--- src/rtl/instruction_fetch_unit_pkg.sv ---
// Shared processor definitions: fetch state encoding and opcode constants
// used by fetch, dispatch and the reservation stations.
package instruction_fetch_unit_pkg;

  typedef enum logic [1:0] {
    ST_IDLE = 2'd0,
    ST_RUN  = 2'd1,
    ST_HALT = 2'd2
  } fetch_state_e;

  localparam logic [3:0] OP_HALT = 4'hF;

  function automatic logic is_halt_op(input logic [3:0] opcode);
    return (opcode == OP_HALT);
  endfunction

endpackage

--- src/rtl/instruction_fetch_unit_skid.sv ---
// Two-entry skid FIFO (module fetch_skid_buffer) holding fetched {instr, pc}
// pairs between the instruction memory and the dispatch queue.
module fetch_skid_buffer #(
  parameter int WIDTH = 21
) (
  input  logic             i_clk,
  input  logic             i_rst_n,
  input  logic             i_flush,
  input  logic             i_wr_en,
  input  logic [WIDTH-1:0] i_wr_data,
  input  logic             i_rd_en,
  output logic [WIDTH-1:0] o_rd_data,
  output logic [1:0]       o_count
);

  logic [WIDTH-1:0] r_entry [2];
  logic             r_rd_ptr;
  logic             r_wr_ptr;
  logic [1:0]       r_count;

  // Entry storage, pointers and occupancy; flush discards contents without touching data.
  always_ff @(posedge i_clk) begin
    if (!i_rst_n) begin
      r_entry[0] <= {WIDTH{1'b0}};
      r_entry[1] <= {WIDTH{1'b0}};
      r_rd_ptr   <= 1'b0;
      r_wr_ptr   <= 1'b0;
      r_count    <= 2'd0;
    end else if (i_flush) begin
      r_rd_ptr <= 1'b0;
      r_wr_ptr <= 1'b0;
      r_count  <= 2'd0;
    end else begin
      if (i_wr_en) begin
        r_entry[r_wr_ptr] <= i_wr_data;
        r_wr_ptr          <= ~r_wr_ptr;
      end
      if (i_rd_en) begin
        r_rd_ptr <= ~r_rd_ptr;
      end
      case ({i_wr_en, i_rd_en})
        2'b10:   r_count <= r_count + 2'd1;
        2'b01:   r_count <= r_count - 2'd1;
        default: r_count <= r_count;
      endcase
    end
  end

  assign o_rd_data = r_entry[r_rd_ptr];
  assign o_count   = r_count;

endmodule

--- src/rtl/instruction_fetch_unit.sv ---
// Instruction fetch: streams words from a 1-cycle-latency memory into the dispatch
// queue through a 2-entry skid buffer. Optional halt-on-opcode via FETCH_HALT_EN.
module instruction_fetch_unit
  import instruction_fetch_unit_pkg::*;
#(
  parameter int ADDR_WIDTH  = 5,
  parameter int INSTR_WIDTH = 16
) (
  input  logic                   Clock,
  input  logic                   Reset,
  output logic [ADDR_WIDTH-1:0]  ImemAddr,
  output logic                   ImemRe,
  input  logic [INSTR_WIDTH-1:0] ImemData,
  output logic                   Push,
  output logic [INSTR_WIDTH-1:0] PushInstr,
  output logic [ADDR_WIDTH-1:0]  PushPC,
  input  logic                   Full,
  input  logic                   Redirect,
  input  logic [ADDR_WIDTH-1:0]  RedirectPC,
  output logic                   Halted
);

  localparam int ENTRY_WIDTH = INSTR_WIDTH + ADDR_WIDTH;
  localparam logic [ADDR_WIDTH-1:0] PC_STEP = {{(ADDR_WIDTH-1){1'b0}}, 1'b1};

  fetch_state_e            r_state;
  fetch_state_e            w_next_state;
  logic [ADDR_WIDTH-1:0]   r_pc;
  logic [ADDR_WIDTH-1:0]   w_next_pc;
  logic [ADDR_WIDTH-1:0]   r_inflight_pc;
  logic                    r_inflight;
  logic                    w_issue;
  logic                    w_push;
  logic                    w_pop;
  logic                    w_wr;
  logic                    w_halt_hit;
  logic [1:0]              w_count;
  logic [2:0]              w_occupancy;
  logic [ENTRY_WIDTH-1:0]  w_head;

  assign w_push = (w_count != 2'd0) && !Redirect;
  assign w_pop  = w_push && !Full;
  // Returns are only accepted in RUN, so a halt drops anything still in flight.
  assign w_wr   = r_inflight && (r_state == ST_RUN) && !Redirect;
  // Entries the buffer will hold next cycle; a new read is safe only if room remains.
  assign w_occupancy = {1'b0, w_count} + {2'b00, r_inflight} - {2'b00, w_pop};

`ifdef FETCH_HALT_EN
  assign w_halt_hit = w_wr && is_halt_op(ImemData[INSTR_WIDTH-1 -: 4]);
  assign Halted     = (r_state == ST_HALT);
`else
  assign w_halt_hit = 1'b0;
  assign Halted     = 1'b0;
`endif

  // Next state, next PC and read issue; redirect overrides everything else.
  always_comb begin
    w_next_state = r_state;
    w_next_pc    = r_pc;
    w_issue      = 1'b0;
    if (Redirect) begin
      w_next_state = ST_RUN;
      w_next_pc    = RedirectPC;
    end else begin
      case (r_state)
        ST_IDLE: w_next_state = ST_RUN;
        ST_RUN: begin
          if (w_halt_hit) begin
            w_next_state = ST_HALT;
          end else if (w_occupancy < 3'd2) begin
            w_issue   = 1'b1;
            w_next_pc = r_pc + PC_STEP;
          end else begin
            w_next_state = ST_RUN;
          end
        end
        ST_HALT: w_next_state = ST_HALT;
        default: w_next_state = ST_IDLE;
      endcase
    end
  end

  // State, PC and in-flight tracking.
  always_ff @(posedge Clock) begin
    if (!Reset) begin
      r_state       <= ST_IDLE;
      r_pc          <= {ADDR_WIDTH{1'b0}};
      r_inflight    <= 1'b0;
      r_inflight_pc <= {ADDR_WIDTH{1'b0}};
    end else begin
      r_state    <= w_next_state;
      r_pc       <= w_next_pc;
      r_inflight <= w_issue;
      if (w_issue) begin
        r_inflight_pc <= r_pc;
      end else begin
        r_inflight_pc <= r_inflight_pc;
      end
    end
  end

  fetch_skid_buffer #(
    .WIDTH(ENTRY_WIDTH)
  ) u_skid (
    .i_clk     (Clock),
    .i_rst_n   (Reset),
    .i_flush   (Redirect),
    .i_wr_en   (w_wr),
    .i_wr_data ({ImemData, r_inflight_pc}),
    .i_rd_en   (w_pop),
    .o_rd_data (w_head),
    .o_count   (w_count)
  );

  assign ImemRe    = w_issue;
  assign ImemAddr  = r_pc;
  assign Push      = w_push;
  assign PushInstr = w_head[ENTRY_WIDTH-1 -: INSTR_WIDTH];
  assign PushPC    = w_head[ADDR_WIDTH-1:0];

endmodule

--- config.mk ---
export PLATFORM = sky130hd
export DESIGN_NAME = instruction_fetch_unit
export DESIGN_NICKNAME = d
export VERILOG_FILES = /design/src/rtl/instruction_fetch_unit_pkg.sv /design/src/rtl/instruction_fetch_unit_skid.sv /design/src/rtl/instruction_fetch_unit.sv
export SDC_FILE = /design/constraint.sdc
export NUM_CORES = 1
export LEC_CHECK = 0
export BUFFER_PORTS_ARGS = -buffer_cell sky130_fd_sc_hd__buf_4
export CORE_ASPECT_RATIO = 0.75
export CORE_MARGIN = 2
export CORE_UTILIZATION = 58
export CTS_BUF_LIST = sky130_fd_sc_hd__clkbuf_16
export DETAILED_ROUTE_END_ITERATION = 8
export PLACE_DENSITY = 0.84
export SYNTH_ARGS = -nofsm -noshare
export SYNTH_HDL_FRONTEND = slang
export SYNTH_SLANG_ARGS = --single-unit
--- constraint.sdc ---
create_clock -name Clock -period 4.2 [get_ports Clock]
set_input_delay 0.21 -clock Clock [delete_from_list [all_inputs] [get_ports Clock]]
set_output_delay 0.21 -clock Clock [all_outputs]
set_load 0.02 [all_outputs]
==> results of run 1 <==
## metal layers
metal | global-route usage | wire length [um] | share of wire
met5 | 0 | 0 | 0
met3 | 0.1040 | 357 | 0.072
met4 | 0.07500 | 73 | 0.015
met1 | 0.2544 | 2049 | 0.41
met2 | 0.3367 | 2462 | 0.50
## path summary, 6_finish.rpt
path | from | to | slack (ns) | cells past startpoint
min | ImemData[2] | u_skid.r_entry[1][7]$_SDFFCE_PN0P_ | 0.17 | 2
max reg2reg | u_skid.o_count[1]$_SDFFE_PP0P_ | ImemAddr[3]$_SDFFE_PN0P_ | 1.52 | 8
min reg2reg | r_inflight_pc[1]$_SDFFE_PN0P_ | r_inflight_pc[1]$_SDFFE_PN0P_ | 0.47 | 2
max | u_skid.o_count[1]$_SDFFE_PP0P_ | ImemRe | 1.09 | 8
## through the flow
| step | instance area [um^2] | power [W] | utilization | hold slack, ns | setup WS (ns) |
|---|---|---|---|---|---|
| finish | 3413 | 0.001520 | 0.7687 | 0.1687 | 1.091 |
| global placement | 3097 | 0.0007667 | 0.6974 | 0.4615 | 1.571 |
| floorplan | 2674 | 0.0007239 | - | 0.4082 | 1.600 |
| detailed placement | 3097 | 0.0007693 | 0.6974 | 0.4676 | 1.444 |
| CTS | 3413 | 0.001532 | 0.7687 | 0.1555 | 1.072 |
| global route | 3413 | 0.001573 | 0.7687 | 0.1606 | 0.8738 |
## cells by family after synthesis
logic type | share of synthesized area
compound gates | 0.04913
xor+xnor | 0.01591
fa+ha+maj | 0.02153
buf+inv | 0.02012
flops | 0.6065
mux | 0.1072
other cells | 0.001402
simple gates | 0.1783
## registers in the layout, summed over array words and instances, names as in the netlist, named ones only
name             flops
u_skid.r_wr_ptr      1
u_skid.r_entry      42
r_inflight           1
u_skid.o_count       2
r_inflight_pc        5
r_state              2
ImemAddr             5
u_skid.r_rd_ptr      1
## layout make-up
type	count	area, um^2
clock inverter	7	91.34
multi-input combinational	135	1002
sequential	60	1622
timing repair buffer	52	390.4
tap	57	71.32
inverter	3	11.26
fill	291	1027
clock buffer	9	225.2
## report_power, final
part           leakage (nW)  internal (W)  switching, W
clock network         0.147      0.000515      0.000247
registers             0.587      0.000653     0.0000115
logic                 0.647     0.0000429     0.0000508
## cells in the mapped netlist (2+ instances only)
master and number:
or3_1 3, mux2i_1 5, nand2b_1 2, mux2_2 21, dfxtp_1 18, nor2b_1 2
and2_1 42, xor2_1 2, o31ai_1 2, a21oi_1 3, inv_1 2, ha_1 3
or4_1 2, o21ai_0 9, nor2_1 6, a31oi_1 3, edfxtp_1 42, clkbuf_1 8
nand2_1 12
## worst reg2reg max path: stages, from the launching register on
cell and delay, ns:
dfxtp_1 0.45, o21bai_1 0.16, nor2_1 0.19, ha_1 0.27, nand2b_1 0.16, fa_1 0.51, nand3b_1 0.20, or4_1 0.52
a31oi_1 0.16
==> flow_metrics.tcl, run 1 <==
set metrics [dict create \
    synth_ff_type "edfxtp_1" \
    first_global_vias 1615 \
    core_region_area_um2 4441 \
    cap_violations 0 \
    clk_pin_slew_ns 0.05 \
    ys_ff_latch 60 \
    cts_made_buffers 9 \
    syn_inst 208 \
    critPathLaunchType "flip-flop" \
    post_cts_buffers 0 \
    fin_skew_ns 0.007296 \
    worstPathMaxFanout 7 \
    synth-edff-count 42 \
    vias 1719 \
    async_flop_share 0 \
    synth_area_leaders "edfxtp_1 47%, dfxtp_1 13%, and2_1 9.8%" \
    power_leakage_nw 1.381 \
    routed_wl_mm 4.942 \
    dr.pass1.iters 4 \
    drive_gt1_frac 0.3459 \
    post-dp-hpwl_mm 3.127 \
    track_usage 0.2143 \
    final_common_cell "buf_4" \
    die_area_um2 5175 \
    tightestPinTransition_ns 1.139 \
    cts-root-buf "clkbuf_16" \
    place_inst 307 \
    globalplace.congestion 0.8271 \
    cp.arrival_ns 2.90 \
    path_delay_family "simple AND/OR/NAND/NOR gates" \
    crit_slowest_cell "fa_1" \
    hold_class "in2reg" \
    cts_resized 0 \
    max-vdd-ir-drop_v 0.0005460 \
    period_minus_slack_ns 3.109 \
    cts.hold.buffers_added 0 \
    required_ns 3.99 \
    clock_latency_ns 0.33 \
    die_w_um 82.40 \
    route.antenna.remaining_nets 0 \
    vias_per_cell 5.322 \
    crit_type "reg2out" \
    first_iter_violations 132 \
    final_cell_mix "52 x buf_4, 42 x and2_1, 42 x edfxtp_1, 21 x mux2_2, 18 x dfxtp_1" \
    path_buf_inv 1 \
    synth-seq-area-share 0.6065 \
    maxSlewViolCount 0 \
    drc_errors 0 \
    io_buffers 52 \
    yosysTopAreaCell "edfxtp_1" \
    synthesis.nets 237 \
    synth_top_area_frac 0.4717 \
    post_drt_wl_per_cell_um 15.30 \
    overflow 0 \
    fin_nets 290 \
    netlist_area_um2 2674 \
    syn_avg_cell_area_um2 12.85 \
    start_util 0.6021 \
    slew_headroom 0.2408 \
    clk_path_buf_depth 2 \
    finalSetupTns_ns 0 \
    pin_count 54 \
    final_cells 323 \
    rsz0062_at_grt "no" \
    crit_chain "o21bai_1, nor2_1, ha_1, nand2b_1, fa_1, nand3b_1, nor3_4, buf_4" \
    hold_viol_final 0 \
    power_density_nw_per_um2 445.4 \
    max_freq_ghz 0.3216 \
    cts.sinks 60 \
    synth.distinct_cells 40 \
    grt_pass1_wl_mm 7.790 \
    worst_setup_path_end_kind "primary output" \
    die_y_um 62.80 \
    fin_crit_sh 0.7403 \
    grt_antenna_before_repair 0 \
    grt_max_degree 23 \
    cts_tree "built" \
    ys.warnings.count 0 \
    cts_max_level 3 \
    status "completed" \
    rows 21 \
    syn_to_final_growth_pct 27.66 \
    final-setup-viol-count 0 \
    antenna_cells 0 \
    cp_slowest_stage_delay_ns 0.51 \
]
Note: power is estimated with default switching activity, not from simulation.
==> inputs of run 2 (changes only) <==
--- a/config.mk
+++ b/config.mk
@@ -8,10 +8,10 @@
 export BUFFER_PORTS_ARGS = -buffer_cell sky130_fd_sc_hd__buf_4
 export CORE_ASPECT_RATIO = 0.75
 export CORE_MARGIN = 2
-export CORE_UTILIZATION = 58
+export CORE_UTILIZATION = 54
 export CTS_BUF_LIST = sky130_fd_sc_hd__clkbuf_16
 export DETAILED_ROUTE_END_ITERATION = 8
-export PLACE_DENSITY = 0.84
+export PLACE_DENSITY = 0.79
 export SYNTH_ARGS = -nofsm -noshare
 export SYNTH_HDL_FRONTEND = slang
 export SYNTH_SLANG_ARGS = --single-unit
==> constraint.sdc (replaced) <==
create_clock -name Clock -period 3.1 [get_ports Clock]
set_input_delay 0.155 -clock Clock [delete_from_list [all_inputs] [get_ports Clock]]
set_output_delay 0.155 -clock Clock [all_outputs]
set_load 0.02 [all_outputs]
==> flow_metrics.tcl, run 2 (synthesized netlist as in run 1, its figures left out) <==
set metrics [dict create \
    status "completed" \
    track_usage 0.2000 \
    fin_skew_ns 0.006516 \
    crit_end "ImemRe" \
    fill_cells 340 \
    worst_setup_path_end_kind "primary output" \
    die_y_um 64.94 \
    worstSetupPathDepth 8 \
    cts_tree "built" \
    hold_class "in2reg" \
    io_buffers 52 \
    post-dp-hpwl_mm 3.252 \
    syn_to_final_growth_pct 27.70 \
    cts_max_level 3 \
    r2r_cells 8 \
    p_total_w 0.001960 \
    power_leakage_nw 1.396 \
    grt_antenna_before_repair 0 \
    required_ns 2.94 \
    registers.top_by_ff_count "u_skid.r_entry" \
    crit_chain "o21bai_1, nor2_1, ha_1, nand2b_1, fa_1, nand3b_1, nor3_4, buf_4" \
    cts.sinks 60 \
    vias_per_cell 5.385 \
    antenna_cells 0 \
    fin_crit_sh 0.9349 \
    reg2reg_slack_ns 0.33 \
    tightestPinTransition_ns 0.9497 \
    grt_max_degree 23 \
    route.antenna.remaining_nets 0 \
    fin_util 0.7088 \
    dr.pass1.iters 4 \
    cts_resized 0 \
    crit_start "u_skid.o_count[1]$_SDFFE_PP0P_" \
    first_global_vias 1754 \
    final_cell_mix "56 x buf_4, 42 x and2_1, 42 x edfxtp_1, 21 x mux2_2, 18 x dfxtp_1" \
    path_delay_family "simple AND/OR/NAND/NOR gates" \
    slew_headroom 0.3660 \
    clock_latency_ns 0.32 \
    start_util 0.5551 \
    cap_violations 0 \
    overflow 0 \
    r2r-end "ImemAddr[3]$_SDFFE_PN0P_" \
    maxSlewViolCount 0 \
    core_region_area_um2 4817 \
    dpl_cell_area_um2 3123 \
    multiInputGateArea_um2 1002 \
    period_minus_slack_ns 2.898 \
    register_area_um2 1622 \
    finalSetupTns_ns 0 \
    cp.arrival_ns 2.74 \
    fin_area_um2 3415 \
    final_common_cell "buf_4" \
    crit_type "reg2out" \
    grt_pass1_wl_mm 8.307 \
    drc_errors 0 \
    cts.hold.buffers_added 0 \
    crit_slowest_cell "fa_1" \
    max-vdd-ir-drop_v 0.0003465 \
    first_iter_violations 103 \
    vias 1777 \
    die_area_um2 5536 \
    critPathLaunchType "flip-flop" \
    clk_pin_slew_ns 0.05 \
    largest_register_ffs 42 \
    path_buf_inv 1 \
    clk_path_buf_depth 2 \
    drive_gt1_frac 0.3519 \
    globalplace.congestion 0.8787 \
    power_density_nw_per_um2 573.9 \
    worstPathMaxFanout 5 \
    max_freq_ghz 0.3450 \
    cts-root-buf "clkbuf_16" \
    rsz0062_at_grt "no" \
    post_drt_wl_per_cell_um 15.20 \
    rr_startpoint "u_skid.o_count[1]$_SDFFE_PP0P_" \
    pin_count 54 \
    rows 22 \
    hold_viol_final 0 \
    die_w_um 85.25 \
    routed_wl_mm 5.016 \
    final-setup-viol-count 0 \
    cp_slowest_stage_delay_ns 0.53 \
    fin_nets 294 \
    cts_made_buffers 9 \
    post_cts_buffers 1 \
]
[run 2: worst min-delay path by stage]
stage               slack, ns         start                             endpoint  depth (start not counted)
global route             0.12   ImemData[7]  u_skid.r_entry[1][12]$_SDFFCE_PN0P_                          2
global placement         0.44   ImemData[9]  u_skid.r_entry[0][14]$_SDFFCE_PN0P_                          2
finish                   0.12  ImemData[11]  u_skid.r_entry[1][16]$_SDFFCE_PN0P_                          2
CTS                      0.11  ImemData[11]  u_skid.r_entry[1][16]$_SDFFCE_PN0P_                          2
floorplan                0.35   ImemData[5]  u_skid.r_entry[0][10]$_SDFFCE_PN0P_                          1
detailed placement       0.44  ImemData[11]  u_skid.r_entry[1][16]$_SDFFCE_PN0P_                          2
[run 2: per-stage QoR]
stage	hold WS (ns)	instances	setup WS, ns
floorplan	0.3532	208	0.5549
global placement	0.4413	313	0.5158
detailed placement	0.4430	313	0.3714
CTS	0.1132	330	0.2141
global route	0.1172	330	0.1050
finish	0.1223	330	0.2017
[run 2: where the power goes]
part | internal, W | leakage, nW | switching [W]
Sequential | 0.000884 | 0.587 | 0.0000157
Clock | 0.000608 | 0.141 | 0.000320
Combinational | 0.0000608 | 0.668 | 0.0000699
[run 2: metal layers]
| metal | track usage | vias to the layer above | part of all wire |
|---|---|---|---|
| met1 | 0.2379 | 844 | 0.44 |
| met2 | 0.3340 | 68 | 0.48 |
| met3 | 0.07898 | 12 | 0.064 |
| li1 | - | 853 | - |
| met5 | 0 | - | 0 |
| met4 | 0.06548 | 0 | 0.014 |
[run 2: area by class of cell]
type / instances / area share
multi-input cells: 135 / 0.2935
clock inverters: 7 / 0.01722
flip-flops and latches: 60 / 0.4749
repair buffers: 56 / 0.1231
well taps: 60 / 0.02199
clock buffers: 9 / 0.06596
inverters: 3 / 0.003298
==> inputs of run 3 (changes only) <==
--- a/config.mk
+++ b/config.mk
@@ -11,6 +11,7 @@
 export CORE_UTILIZATION = 54
 export CTS_BUF_LIST = sky130_fd_sc_hd__clkbuf_16
 export DETAILED_ROUTE_END_ITERATION = 8
+export HOLD_SLACK_MARGIN = 0.15
 export PLACE_DENSITY = 0.79
 export SYNTH_ARGS = -nofsm -noshare
 export SYNTH_HDL_FRONTEND = slang
==> flow_metrics.tcl, run 3 (synthesized netlist as in run 1, its figures left out) <==
set metrics [dict create \
    cts_tree "built" \
    hp-start "RedirectPC[4]" \
    route.antenna.remaining_nets 0 \
    seqPwrFrac 0.455 \
    start_util 0.5551 \
    final-setup-viol-count 0 \
    overflow 0 \
    cap_violations 0 \
    slew_headroom 0.3677 \
    dr.pass1.iters 5 \
    finalSetupTns_ns 0 \
    p_int_w 0.001568 \
    vias 1806 \
    post-dp-hpwl_mm 3.252 \
    worstPathMaxFanout 5 \
    largest_register_ffs 42 \
    pin_count 54 \
    final_cell_mix "56 x buf_4, 42 x and2_1, 42 x edfxtp_1, 21 x mux2_2, 18 x dfxtp_1" \
    reg2reg_slack_ns 0.33 \
    r2r_cells 8 \
    critPathLaunchType "flip-flop" \
    tightestPinTransition_ns 0.9471 \
    required_ns 2.94 \
    drive_gt1_frac 0.3310 \
    cts_max_level 3 \
    vias_per_cell 5.205 \
    hold_viol_final 0 \
    p_sw_w 0.0004088 \
    registers.top_by_ff_count "u_skid.r_entry" \
    power_leakage_nw 1.467 \
    fin_nets 311 \
    register_area_um2 1622 \
    track_usage 0.2066 \
    r2r-end "ImemAddr[3]$_SDFFE_PN0P_" \
    crit_slowest_cell "fa_1" \
    clk_path_buf_depth 2 \
    clkPwrFrac 0.470 \
    hold_end "ImemAddr[4]$_SDFFE_PN0P_" \
    crit_type "reg2out" \
    status "completed" \
    final_common_cell "buf_4" \
    hold_class "in2reg" \
    cts-root-buf "clkbuf_16" \
    max_freq_ghz 0.3454 \
    crit_chain "o21bai_1, nor2_1, ha_1, nand2b_1, fa_1, nand3b_1, nor3_4, buf_4" \
    io_buffers 52 \
    die_y_um 64.94 \
    first_global_vias 1831 \
    die_w_um 85.25 \
    fin_area_um2 3585 \
    power_density_nw_per_um2 551.4 \
    maxSlewViolCount 0 \
    cts_made_buffers 9 \
    core_region_area_um2 4817 \
    antenna_cells 0 \
    clk_pin_slew_ns 0.05 \
    drc_errors 0 \
    p_comb_frac 0.075 \
    die_area_um2 5536 \
    first_iter_violations 103 \
    clock_latency_ns 0.32 \
    cp.arrival_ns 2.74 \
    fill_cells 319 \
    swShare 0.2068 \
    grt_antenna_before_repair 0 \
    fin_skew_ns 0.005029 \
    worst_setup_path_end_kind "primary output" \
    post_drt_wl_per_cell_um 14.83 \
    max-vdd-ir-drop_v 0.0003486 \
    grt_pass1_wl_mm 8.583 \
    multiInputGateArea_um2 1002 \
    rr_startpoint "u_skid.o_count[1]$_SDFFE_PP0P_" \
    fin_crit_sh 0.9340 \
    whs_path_depth 3 \
    routed_wl_mm 5.146 \
    dpl_cell_area_um2 3123 \
    globalplace.congestion 0.8787 \
    period_minus_slack_ns 2.895 \
    rows 22 \
    cp_slowest_stage_delay_ns 0.53 \
    grt_max_degree 23 \
    syn_to_final_growth_pct 34.07 \
    cts.sinks 60 \
    cts_resized 0 \
    holdWs_ns 0.1707 \
    rsz0062_at_grt "no" \
]
run 3: cell count changes in the layout (fill, tap and decap cells not counted), sizes merged:
| cell | change |
|---|---|
| dlygate4sd3 | +17 |
run 3: critical path, delay by kind of cell (launching register included):
family,cells,cell delay [ns]
AND/OR/NAND/NOR,4,0.82
adder cells (fa/ha/maj),2,0.78
flip-flops,1,0.47
AO/OA/AOI/OAI,1,0.17
buffers and inverters,1,0.17
run 3: what timing repair did:
action	4_1_cts	5_1_grt
endpoints found under the hold margin	32	0
setup buffers	1	0
endpoints found under the setup margin	1	0
hold buffers	17	0
run 3: final cells by class:
type	count	area share
Clock buffer	9	0.06283
Multi-Input combinational cell	135	0.2796
Inverter	3	0.003141
Timing Repair Buffer	73	0.1647
Tap cell	60	0.02094
Clock inverter	7	0.01640
Sequential cell	60	0.4524
run 3: how the worst max path moves through the flow:
stage                     cells past startpoint  slack [ns]                      startpoint                            endpoint
after floorplan                               3        0.55                        Redirect  u_skid.r_entry[0][0]$_SDFFCE_PN0P_
after global placement                        8        0.52  u_skid.o_count[1]$_SDFFE_PP0P_                              ImemRe
after detailed placement                      8        0.37  u_skid.o_count[1]$_SDFFE_PP0P_                              ImemRe
after CTS                                     8        0.21  u_skid.o_count[1]$_SDFFE_PP0P_                              ImemRe
after global routing                          8        0.11  u_skid.o_count[1]$_SDFFE_PP0P_                              ImemRe
final                                         8        0.20  u_skid.o_count[1]$_SDFFE_PP0P_                              ImemRe
run 3: power by group through the flow:
stage	Clock, W	Combinational [W]	Sequential (W)
2_1_floorplan	0	0.0000638	0.000917
3_3_place_gp	0	0.000127	0.000913
3_5_place_dp	0	0.000130	0.000915
4_1_cts	0.000943	0.000149	0.000900
5_1_grt	0.000987	0.000161	0.000902
6_report	0.000928	0.000148	0.000900
run 3: per-layer routing:
metal  share of wire  vias to the layer above  track usage
li1                -                      891            -
met1            0.42                      840       0.2437
met2            0.50                       68       0.3525
met3           0.070                        7      0.07643
met4           0.011                        0      0.06548
met5               0                        -            0
run 3: per-stage QoR:
step / utilization / total power, W / setup WS [ns] / instances
after floorplan: - / 0.0009808 / 0.5549 / 208
after global placement: 0.6483 / 0.001041 / 0.5158 / 313
after detailed placement: 0.6483 / 0.001045 / 0.3714 / 313
after CTS: 0.7442 / 0.001992 / 0.2141 / 347
after global routing: 0.7442 / 0.002050 / 0.1050 / 347
final: 0.7442 / 0.001977 / 0.2046 / 347
